$ cat src/rtl/riscv_pkg.sv
// rtl/riscv_pkg.sv - shared RV32I decode constants, encodings and immediate helper
package riscv_pkg;

    localparam logic [6:0] OP_R      = 7'b0110011;
    localparam logic [6:0] OP_I      = 7'b0010011;
    localparam logic [6:0] OP_LOAD   = 7'b0000011;
    localparam logic [6:0] OP_STORE  = 7'b0100011;
    localparam logic [6:0] OP_BRANCH = 7'b1100011;
    localparam logic [6:0] OP_JAL    = 7'b1101111;
    localparam logic [6:0] OP_JALR   = 7'b1100111;
    localparam logic [6:0] OP_LUI    = 7'b0110111;

    typedef enum logic [3:0] {
        ALU_ADD   = 4'd0,
        ALU_SUB   = 4'd1,
        ALU_AND   = 4'd2,
        ALU_OR    = 4'd3,
        ALU_XOR   = 4'd4,
        ALU_SLT   = 4'd5,
        ALU_SLL   = 4'd6,
        ALU_SRL   = 4'd7,
        ALU_SRA   = 4'd8,
        ALU_PASSB = 4'd9
    } alu_ctl_t;

    typedef enum logic [1:0] {
        RES_ALU = 2'b00,
        RES_MEM = 2'b01,
        RES_PC4 = 2'b10
    } result_src_t;

    typedef enum logic [2:0] {
        IMM_NONE,
        IMM_I,
        IMM_S,
        IMM_B,
        IMM_J,
        IMM_U
    } imm_sel_t;

    // Reassemble and sign-extend the immediate scattered across the instruction word.
    function automatic logic [31:0] imm_extend(input logic [31:0] instr, input imm_sel_t sel);
        case (sel)
            IMM_I:   return {{20{instr[31]}}, instr[31:20]};
            IMM_S:   return {{20{instr[31]}}, instr[31:25], instr[11:7]};
            IMM_B:   return {{19{instr[31]}}, instr[31], instr[7], instr[30:25], instr[11:8], 1'b0};
            IMM_J:   return {{11{instr[31]}}, instr[31], instr[19:12], instr[20], instr[30:21], 1'b0};
            IMM_U:   return {instr[31:12], 12'b0};
            default: return 32'd0;
        endcase
    endfunction

endpackage

$ cat src/rtl/regfile.sv
// rtl/regfile.sv - 32x32 register file, x0 hardwired to zero, write-through read ports
module regfile
    import riscv_pkg::*;
(
    input  logic        clk,
    input  logic        reset,
    input  logic        we,
    input  logic [4:0]  wa,
    input  logic [31:0] wd,
    input  logic [4:0]  ra1,
    input  logic [4:0]  ra2,
    output logic [31:0] rd1,
    output logic [31:0] rd2
);

    logic [31:0] regs [0:31];

    // Clear every register on reset; otherwise write unless the target is x0.
    always_ff @(posedge clk) begin
        if (reset) begin
            for (int i = 0; i < 32; i++) begin
                regs[i] <= '0;
            end
        end else if (we && (wa != 5'd0)) begin
            regs[wa] <= wd;
        end
    end

    // A read of the register being written this cycle sees the new value.
    assign rd1 = (ra1 == 5'd0) ? 32'd0 : ((we && (wa == ra1)) ? wd : regs[ra1]);
    assign rd2 = (ra2 == 5'd0) ? 32'd0 : ((we && (wa == ra2)) ? wd : regs[ra2]);

endmodule

$ cat src/rtl/decode_stage.sv
// rtl/decode_stage.sv - RV32I decode stage: control decode, branch resolve, D/E register
module decode_stage
    import riscv_pkg::*;
(
    input  logic        clk,
    input  logic        reset,
    input  logic [31:0] InstrD,
    input  logic [31:0] PCPlus4D,
    input  logic        RegWriteW,
    input  logic [4:0]  RdW,
    input  logic [31:0] ResultW,
    input  logic        ForwardAD,
    input  logic        ForwardBD,
    input  logic [31:0] ALUResultM,
    input  logic        FlushE,
    output logic [31:0] PCBranchD,
    output logic        BranchD,
    output logic        PCSrcD,
    output logic [4:0]  Rs1D,
    output logic [4:0]  Rs2D,
    output logic        RegWriteE,
    output logic        MemWriteE,
    output logic        ALUSrcE,
    output logic [1:0]  ResultSrcE,
    output logic [3:0]  ALUControlE,
    output logic [31:0] RD1E,
    output logic [31:0] RD2E,
    output logic [31:0] ImmExtE,
    output logic [31:0] PCPlus4E,
    output logic [4:0]  Rs1E,
    output logic [4:0]  Rs2E,
    output logic [4:0]  RdE,
    output logic        IllegalE
);

    logic [6:0]  opcode;
    logic [2:0]  funct3;
    logic [6:0]  funct7;
    logic [4:0]  rd;

    logic        reg_write;
    logic        mem_write;
    logic        alu_src;
    result_src_t result_src;
    alu_ctl_t    alu_ctl;
    imm_sel_t    imm_sel;
    logic        jal;
    logic        jalr;
    logic        illegal;
    logic        br_cond;

    logic [31:0] rd1;
    logic [31:0] rd2;
    logic [31:0] src_a;
    logic [31:0] src_b;
    logic [31:0] imm_ext;
    logic [31:0] pc_d;
    logic [31:0] jalr_sum;

    assign opcode = InstrD[6:0];
    assign funct3 = InstrD[14:12];
    assign funct7 = InstrD[31:25];
    assign rd     = InstrD[11:7];
    assign Rs1D   = InstrD[19:15];
    assign Rs2D   = InstrD[24:20];

    regfile u_regfile (
        .clk   (clk),
        .reset (reset),
        .we    (RegWriteW),
        .wa    (RdW),
        .wd    (ResultW),
        .ra1   (Rs1D),
        .ra2   (Rs2D),
        .rd1   (rd1),
        .rd2   (rd2)
    );

    // Main decoder; any unsupported encoding drops every control bit and flags illegal.
    always_comb begin
        reg_write  = 1'b0;
        mem_write  = 1'b0;
        alu_src    = 1'b0;
        result_src = RES_ALU;
        alu_ctl    = ALU_ADD;
        imm_sel    = IMM_NONE;
        BranchD    = 1'b0;
        jal        = 1'b0;
        jalr       = 1'b0;
        illegal    = 1'b0;
        case (opcode)
            OP_R: begin
                reg_write = 1'b1;
                if (funct7 == 7'b0000000) begin
                    case (funct3)
                        3'b000:  alu_ctl = ALU_ADD;
                        3'b001:  alu_ctl = ALU_SLL;
                        3'b010:  alu_ctl = ALU_SLT;
                        3'b100:  alu_ctl = ALU_XOR;
                        3'b101:  alu_ctl = ALU_SRL;
                        3'b110:  alu_ctl = ALU_OR;
                        3'b111:  alu_ctl = ALU_AND;
                        default: illegal = 1'b1;
                    endcase
                end else if (funct7 == 7'b0100000) begin
                    case (funct3)
                        3'b000:  alu_ctl = ALU_SUB;
                        3'b101:  alu_ctl = ALU_SRA;
                        default: illegal = 1'b1;
                    endcase
                end else begin
                    illegal = 1'b1;
                end
            end
            OP_I: begin
                reg_write = 1'b1;
                alu_src   = 1'b1;
                imm_sel   = IMM_I;
                case (funct3)
                    3'b000:  alu_ctl = ALU_ADD;
                    3'b010:  alu_ctl = ALU_SLT;
                    3'b100:  alu_ctl = ALU_XOR;
                    3'b110:  alu_ctl = ALU_OR;
                    3'b111:  alu_ctl = ALU_AND;
                    default: illegal = 1'b1;
                endcase
            end
            OP_LOAD: begin
                reg_write  = 1'b1;
                alu_src    = 1'b1;
                result_src = RES_MEM;
                imm_sel    = IMM_I;
                illegal    = (funct3 != 3'b010);
            end
            OP_STORE: begin
                mem_write = 1'b1;
                alu_src   = 1'b1;
                imm_sel   = IMM_S;
                illegal   = (funct3 != 3'b010);
            end
            OP_BRANCH: begin
                BranchD = 1'b1;
                alu_ctl = ALU_SUB;
                imm_sel = IMM_B;
                illegal = (funct3 == 3'b010) || (funct3 == 3'b011);
            end
            OP_JAL: begin
                jal        = 1'b1;
                reg_write  = 1'b1;
                result_src = RES_PC4;
                imm_sel    = IMM_J;
            end
            OP_JALR: begin
                jalr       = 1'b1;
                reg_write  = 1'b1;
                result_src = RES_PC4;
                imm_sel    = IMM_I;
                illegal    = (funct3 != 3'b000);
            end
            OP_LUI: begin
                reg_write = 1'b1;
                alu_src   = 1'b1;
                alu_ctl   = ALU_PASSB;
                imm_sel   = IMM_U;
            end
            default: illegal = 1'b1;
        endcase
        if (illegal) begin
            reg_write  = 1'b0;
            mem_write  = 1'b0;
            alu_src    = 1'b0;
            result_src = RES_ALU;
            alu_ctl    = ALU_ADD;
            imm_sel    = IMM_NONE;
            BranchD    = 1'b0;
            jal        = 1'b0;
            jalr       = 1'b0;
        end
    end

    assign imm_ext = imm_extend(InstrD, imm_sel);

    // Branch compare and JALR base take the M-stage result when the hazard unit forwards.
    assign src_a = ForwardAD ? ALUResultM : rd1;
    assign src_b = ForwardBD ? ALUResultM : rd2;

    // Evaluate the branch condition selected by funct3.
    always_comb begin
        br_cond = 1'b0;
        case (funct3)
            3'b000:  br_cond = (src_a == src_b);
            3'b001:  br_cond = (src_a != src_b);
            3'b100:  br_cond = ($signed(src_a) <  $signed(src_b));
            3'b101:  br_cond = ($signed(src_a) >= $signed(src_b));
            3'b110:  br_cond = (src_a <  src_b);
            3'b111:  br_cond = (src_a >= src_b);
            default: br_cond = 1'b0;
        endcase
    end

    assign pc_d      = PCPlus4D - 32'd4;
    assign jalr_sum  = src_a + imm_ext;
    assign PCBranchD = jalr ? {jalr_sum[31:1], 1'b0} : (pc_d + imm_ext);
    assign PCSrcD    = (BranchD & br_cond) | jal | jalr;

    // D/E pipeline register; reset and flush both load an all-zero bubble.
    always_ff @(posedge clk) begin
        if (reset || FlushE) begin
            RegWriteE   <= 1'b0;
            MemWriteE   <= 1'b0;
            ALUSrcE     <= 1'b0;
            ResultSrcE  <= '0;
            ALUControlE <= '0;
            RD1E        <= '0;
            RD2E        <= '0;
            ImmExtE     <= '0;
            PCPlus4E    <= '0;
            Rs1E        <= '0;
            Rs2E        <= '0;
            RdE         <= '0;
            IllegalE    <= 1'b0;
        end else begin
            RegWriteE   <= reg_write;
            MemWriteE   <= mem_write;
            ALUSrcE     <= alu_src;
            ResultSrcE  <= result_src;
            ALUControlE <= alu_ctl;
            RD1E        <= rd1;
            RD2E        <= rd2;
            ImmExtE     <= imm_ext;
            PCPlus4E    <= PCPlus4D;
            Rs1E        <= Rs1D;
            Rs2E        <= Rs2D;
            RdE         <= rd;
            IllegalE    <= illegal;
        end
    end

endmodule

$ cat config.mk
export PLATFORM = sky130hd
export DESIGN_NAME = decode_stage
export DESIGN_NICKNAME = d
export VERILOG_FILES = /design/src/rtl/riscv_pkg.sv /design/src/rtl/regfile.sv /design/src/rtl/decode_stage.sv
export SDC_FILE = /design/constraint.sdc
export NUM_CORES = 2
export LEC_CHECK = 0
export BUFFER_PORTS_ARGS = -buffer_cell sky130_fd_sc_hd__buf_2
export CORE_ASPECT_RATIO = 1.5
export CORE_MARGIN = 3
export CORE_UTILIZATION = 25
export CTS_CLUSTER_SIZE = 28
export DETAILED_ROUTE_END_ITERATION = 10
export PLACE_DENSITY = 0.37
export SLEW_MARGIN = 10
export SYNTH_ARGS = -nofsm -noshare
export SYNTH_HDL_FRONTEND = slang
export SYNTH_HIERARCHICAL = 1
export SYNTH_SLANG_ARGS = --single-unit
$ cat constraint.sdc
create_clock -name clk -period 7.21 [get_ports clk]
set_input_delay 1.442 -clock clk [delete_from_list [all_inputs] [get_ports clk]]
set_output_delay 1.442 -clock clk [all_outputs]
set_load 0.01 [all_outputs]
# After elaboration in Yosys (flattened, before gate mapping)
# Memory sizes are Yosys's and may differ from the RTL's.
# Index checks and enable logic that the tools add are counted.
[op_classes] mul=0 n_div=0 n_bitwise=3 order_cmp=4 shifts=0 n_addsub=3 reduce_logical=22 eq_ne=26 n_mux=41
[ops] op="32-bit 2-to-1 mux" count=8
[ops] op="32-bit one-hot mux with 5 select lines" count=1
[ops] op="32-bit adder" count=2
[ops] op="32-bit >= comparator" count=2
[ops] op="32-bit less-than comparator" count=2
[ops] op="32-bit equality test" count=1
[ops] op="32-bit inequality test" count=1
[ops] op="32-bit OR reduction" count=1
[ops] op="32-bit by 3-bit subtractor with 32-bit output (second input constant)" count=1
[ops] op="7-bit by 6-bit equality test with 1-bit output (second input constant)" count=4
[ops] op="7-bit equality test (second input constant)" count=3
[ops] op="1-bit 2-to-1 mux" count=20
[ops] op="3-bit equality test (second input constant)" count=6
[ops] op="3-bit one-hot mux with 6 select lines" count=1
[ops] op="4-bit one-hot mux with 4 select lines" count=1
[ops] op="3-bit one-hot mux with 5 select lines" count=1
[ops] op="3-bit by 2-bit equality test with 1-bit output (second input constant)" count=4
[ops] op="1-bit one-hot mux with 6 select lines" count=2
[ops] op="3-bit one-hot mux with 4 select lines" count=1
[ops] op="5-bit equality test" count=2
[ops] op="5-bit zero test" count=2
[ops] op="2-bit OR reduction" count=5
[ops] op="4-bit 2-to-1 mux" count=2
[ops] op="4-bit one-hot mux with 2 select lines" count=1
[ops] op="other kinds (20)" count=25
[totals] mem_bits_rw=1024 mem_bits_ro=0 n_memories=1 latch_bits=0 ff_bits=153 elab_cells=113 inputBits=139 output_inout_bits=197
[mem_list] name="u_regfile.regs" words=32 word_bits=32 read_ports=2 rd_clocked_by_memory_dff=0 wr=32 line_no="regfile.sv:16" text="logic [31:0] regs [0:31];"

# Depth between registers and ports, before layout
[logic_depth] depth_word=11 mapped_depth=24 mapped_depth_nobuf=22

# Hierarchy
# Netlist, hierarchy kept.
[by_module_without_submodules] mod="regfile" instances=1 seq_area_each_um2=30749.5 cells_per_inst=3830 area_per_inst_um2=55186.7
[by_module_without_submodules] mod="decode_stage" instances=1 seq_area_each_um2=3062.9 cells_per_inst=1238 area_per_inst_um2=10278.6

# Worst setup path before layout
# OpenSTA, ideal clock, no wires.
[synth_timing] path_type="input-to-output" startpoint="input port InstrD[27]" endpoint="output port PCBranchD[25]" slack_ps=24 path_stages=21 path_buffers=1 required_time_ps=5768 arrival_time_ps=5744 cell_sequence="nor4_1 nand2_1 nand3b_1 a221oi_2 clkbuf_1 nand2_1 nor2_1 a21oi_1 ha_1 inv_1 ha_1 a211oi_1 nand2_1 or4_1 o21ai_0 or2_2 o21ai_0 a2111oi_0 nor3_1 xnor2_1 mux2i_1"
[synth_via] elab_chain_cells=9 word_cells_on_any_way=16 cone_classes="2 x add/sub; 6 x eq/ne; 7 x mux; 1 x reduce/logical"
[synth_rtl] item="start: declaration" line_no="decode_stage.sv:7" text="input logic [31:0] InstrD,"
[synth_rtl] item="7-bit by 6-bit equality test with 1-bit output" line_no="decode_stage.sv:105" text="end else if (funct7 == 7'b0100000) begin"
[synth_rtl] item="1-bit 2-to-1 mux" line_no="decode_stage.sv:105"
[synth_rtl] item="1-bit 2-to-1 mux" line_no="decode_stage.sv:94" text="if (funct7 == 7'b0000000) begin"
[synth_rtl] item="1-bit one-hot mux with 6 select lines" line_no="decode_stage.sv:91" text="case (opcode)"
[synth_rtl] item="3-bit 2-to-1 mux" line_no="decode_stage.sv:168" text="if (illegal) begin"
[synth_rtl] item="3-bit equality test, or another cell as far along" line_no="riscv_pkg.sv:43" text="case (sel)"
[synth_rtl] item="32-bit one-hot mux with 5 select lines" line_no="riscv_pkg.sv:43"
[synth_rtl] item="32-bit adder (on tied branches)" line_no="decode_stage.sv:203, decode_stage.sv:202"
[synth_rtl] item="32-bit 2-to-1 mux (*)" line_no="decode_stage.sv:203" text="assign PCBranchD = jalr ? {jalr_sum[31:1], 1'b0} : (pc_d + imm_ext);"
[synth_rtl] item="end: declaration" line_no="decode_stage.sv:16" text="output logic [31:0] PCBranchD,"
# Every way passes the cells marked *; elsewhere a longest branch is shown, timed or not.

# Worst setup path in the final report
[layout_timing] startpoint="input port InstrD[27]" endpoint="output port PCBranchD[28]"
# The elaborated chain is that of the path after synthesis.

==> impl_metrics.env <==
export IMPL_io_pins=336
export IMPL_timing_final_max_slew_violations=0
export IMPL_grt_use_total_pct=24.2
export IMPL_min_period_ns=7.70
export IMPL_cp_top_family="compound AO/OA/AOI/OAI gates"
export IMPL_layout_drive_gt1_share_pct=38.8
export IMPL_nFillCells=25700
export IMPL_synth_common_cells="1080 x and2_1, 1024 x edfxtp_1, 380 x mux4_2, 329 x clkbuf_1, 286 x mux2i_1"
export IMPL_cp_arrival_ns=6.26
export IMPL_post_dp_hpwl_um=225000
export IMPL_seq_area_frac_synth_pct=51.6
export IMPL_synth_flop_cell="edfxtp_1"
export IMPL_hp_class="in2reg"
export IMPL_synth_compound_area_share_pct=7.34
export IMPL_yosys_top_cells_area="edfxtp_1 47%, mux4_2 13%, and2_1 10%"
export IMPL_synth_cell_types=86
export IMPL_ant_nets=0
export IMPL_crit_chain="buf_8 > nor4_4 > nand2_1 > buf_4 > nand3b_1 > a221oi_2 > buf_4 > and2_4 > buf_6 > a22oi_2 > ha_4 > inv_2 > ha_4 > a211o_1 > a211oi_4 > nor3_4 > o41a_1 > a41o_4 > a21oi_4 > o21ai_1 > a21oi_1 > xor2_1 > mux2i_2 > buf_2"
export IMPL_routed_wirelength_um=335000
export IMPL_crit_required_ns=5.77
export IMPL_avgViaCountPerCell=5.11
export IMPL_startpoint_type="input pin"
export IMPL_ir_drop_v=0.000158
export IMPL_coreArea_mm2=0.260
export IMPL_cp_buffers_inverters=6
export IMPL_setup_viol=23
export IMPL_hold_depth=2
export IMPL_synth_edf_count=1024
export IMPL_start_util_pct=25.2
export IMPL_synth_area_mm2=0.0655
export IMPL_clk_latency_ns=0.82
export IMPL_chipHeight_um=633
export IMPL_htree_levels=4
export IMPL_grt_max_degree=67
export IMPL_r2r_start="u_regfile/regs[31][7]"
export IMPL_synth_top_area_share_pct=47.0
export IMPL_synthSimpleGateAreaFrac_pct=14.3
export IMPL_cellLeakagePower_nw=33.0
export IMPL_fmax_ghz=0.130
export IMPL_synth_most_common_cell="and2_1"
export IMPL_gr_total_overflow=0
export IMPL_dieArea_mm2=0.268
export IMPL_antenna_found_initial=37
export IMPL_synth_xor_area_share_pct=0.824
export IMPL_skew_ns=0.0381
export IMPL_yosysWarningCount=6
export IMPL_r2r_setup_slack_ns=4.77
export IMPL_critPathMaxStageDelay_ns=0.53
export IMPL_violations="setup timing"
export IMPL_fin_crit_sh_pct=107
export IMPL_die_w_um=424
export IMPL_cts_buffer_depth=4
export IMPL_synth_area_leader_cell="edfxtp_1"
export IMPL_cts_buffers_inserted=138
export IMPL_clockRootBuffer="clkbuf_16"
export IMPL_syn_avg_cell_area_um2=12.9
export IMPL_final_area_mm2=0.0856
export IMPL_r2r_end="RD1E[7]"
export IMPL_vias=49600
export IMPL_cts_num_sinks=1177
export IMPL_grt_pass1_wl_um=448000
export IMPL_synthMuxAreaShare_pct=19.4
export IMPL_setup_ws_ns=-0.492
export IMPL_drt_initial_drc_count=4264
export IMPL_place_congestion=0.880
export IMPL_place_area_mm2=0.0774
export IMPL_reg2regPathDepth=10
export IMPL_netlist_instances=5068
export IMPL_power_mw=18.5
export IMPL_worstMarginPinSlew_ns=1.36
export IMPL_cts_tree="built"
export IMPL_rows=229
export IMPL_port_buffer_count=335
export IMPL_clk_pin_slew_ns=0.07
export IMPL_area_growth_pct=30.8
export IMPL_hp_start="InstrD[11]"
export IMPL_holdPathEnd="RdE[4]"
export IMPL_status="finished with violations"
export IMPL_drv_cap=0
export IMPL_ys_ff_latch=1177
export IMPL_hold_viol=0
export IMPL_ys_async_sr_fraction_pct=0
export IMPL_post_route_util_pct=33.0
export IMPL_rsz0062_at_grt="yes"
export IMPL_criticalPathCategory="in2out"
export IMPL_endpoint_kind="primary output"
export IMPL_fin_nets=6392
export IMPL_dr_pass1_iters=6
export IMPL_wire_per_inst_um=34.5
export IMPL_hold_buffers=0
export IMPL_yosys_area_share_adder_pct=2.41
export IMPL_slew_limit_headroom_pct=9.36
export IMPL_power_density_mw_per_mm2=217
export IMPL_synth_top_family_by_area="multiplexers"
export IMPL_grt_pass1_vias=50900
export IMPL_path_max_fanout=4
export IMPL_crit_slowest_cell="o41a_1"
export IMPL_drcViolationCount=0
-- how the worst max path moves through the flow --
| stage | from | cells past startpoint | to |
|---|---|---|---|
| finish | InstrD[27] | 24 | PCBranchD[28] |
| floorplan | InstrD[27] | 21 | PCBranchD[25] |
| detailed placement | InstrD[17] | 25 | PCSrcD |
| CTS | InstrD[15] | 27 | PCSrcD |
| global placement | InstrD[15] | 24 | PCSrcD |
| global route | InstrD[27] | 28 | PCBranchD[31] |
-- report_power, final --
part | switching (mW) | total, mW | internal [mW]
sequential | 0.186 | 7.95 | 7.76
combinational | 2.02 | 3.55 | 1.53
clock | 3.02 | 7.05 | 4.03
-- per-stage QoR --
stage | hold slack (ns) | instances | setup TNS [ns] | setup slack, ns
after floorplan | 0.788 | 5099 | 0 | 0.0244
after global placement | 1.09 | 9305 | -20.58 | -1.68
after detailed placement | 1.10 | 9305 | -20.85 | -1.67
after CTS | 0.836 | 9657 | -5.77 | -0.505
after global routing | 0.883 | 9688 | -8.93 | -0.629
final | 0.886 | 9703 | -6.68 | -0.492
-- cell usage in the layout (no fill, tap or decap), types with 20 or more instances in the layout --
| master | instances |
|---|---|
| and2_1 | 1078 |
| edfxtp_1 | 1024 |
| buf_4 | 849 |
| mux4_2 | 380 |
| buf_2 | 314 |
| mux2i_1 | 276 |
| dfxtp_1 | 153 |
| clkbuf_16 | 143 |
| nor2_1 | 132 |
| inv_1 | 124 |
| nand2_1 | 106 |
| buf_12 | 99 |
| mux2_2 | 97 |
| ha_1 | 93 |
| a21oi_1 | 83 |
| o22ai_1 | 74 |
| a22oi_1 | 67 |
| o21ai_0 | 66 |
| buf_6 | 64 |
| nor2_4 | 41 |
| o221ai_1 | 39 |
| a21oi_2 | 34 |
| a21o_1 | 33 |
| a211oi_1 | 33 |
| conb_1 | 32 |
| a31oi_1 | 31 |
| a32o_1 | 31 |
| nor3_1 | 29 |
| or2_2 | 28 |
| clkbuf_1 | 28 |
| xnor2_1 | 26 |
| o21ai_1 | 25 |
| and3_1 | 24 |
| ha_4 | 24 |
| a22oi_2 | 22 |
| xor2_1 | 22 |
| clkinv_1 | 22 |
| nand2b_1 | 21 |
| nor2_2 | 20 |
-- layer usage --
| layer | share of wire (%) | global-route usage (%) | up-vias |
|---|---|---|---|
| met3 | 5.7 | 3.38 | 481 |
| met4 | 4.1 | 8.69 | 18 |
| met2 | 51 | 43.5 | 2024 |
| met5 | 0.035 | 0 | - |
| met1 | 39 | 29.3 | 26000 |
| li1 | - | - | 21000 |
-- worst reg2reg max path: stages, from the launching register on --
cell and delay [ns]:
edfxtp_1 0.39, mux4_2 0.49, mux2i_1 0.18, buf_4 0.23
a211oi_4 0.08, a311oi_2 0.29, a21oi_2 0.15, buf_4 0.15
buf_4 0.12, buf_4 0.12, and2_1 0.12
-- what timing repair did --
action	4_1_cts	5_1_grt
resized for setup	341	220
pin swaps	100	124
gates cloned	6	2
setup endpoints to repair	28	31
buffers inserted	117	49
-- sequential cells by signal (all words and copies together) (netlist names), 4 cells and up --
name / flops
RdE: 5
ImmExtE: 32
Rs2E: 5
u_regfile/regs: 1024
Rs1E: 5
PCPlus4E: 32
RD2E: 32
ALUControlE: 4
RD1E: 32
-- layout make-up --
cell class | count | area, um^2 | share of cell area, %
Sequential cell | 1177 | 33800 | 39.5
Clock buffer | 175 | 3710 | 4.33
Multi-Input combinational cell | 3321 | 31400 | 36.7
Inverter | 136 | 510 | 0.596
Timing Repair Buffer | 1354 | 11200 | 13.1
Clock inverter | 59 | 591 | 0.690
Tap cell | 3465 | 4340 | 5.06
Antenna cell | 16 | 40.0 | 0.0468
-- cell families after synthesis --
logic type,Yosys count
buf+inv,601
flops,1177
mux,782
xor+xnor,60
other cells,1
compound gates,698
fa+ha+maj,125
simple gates,1624
Power figures use the tool's default switching activity.
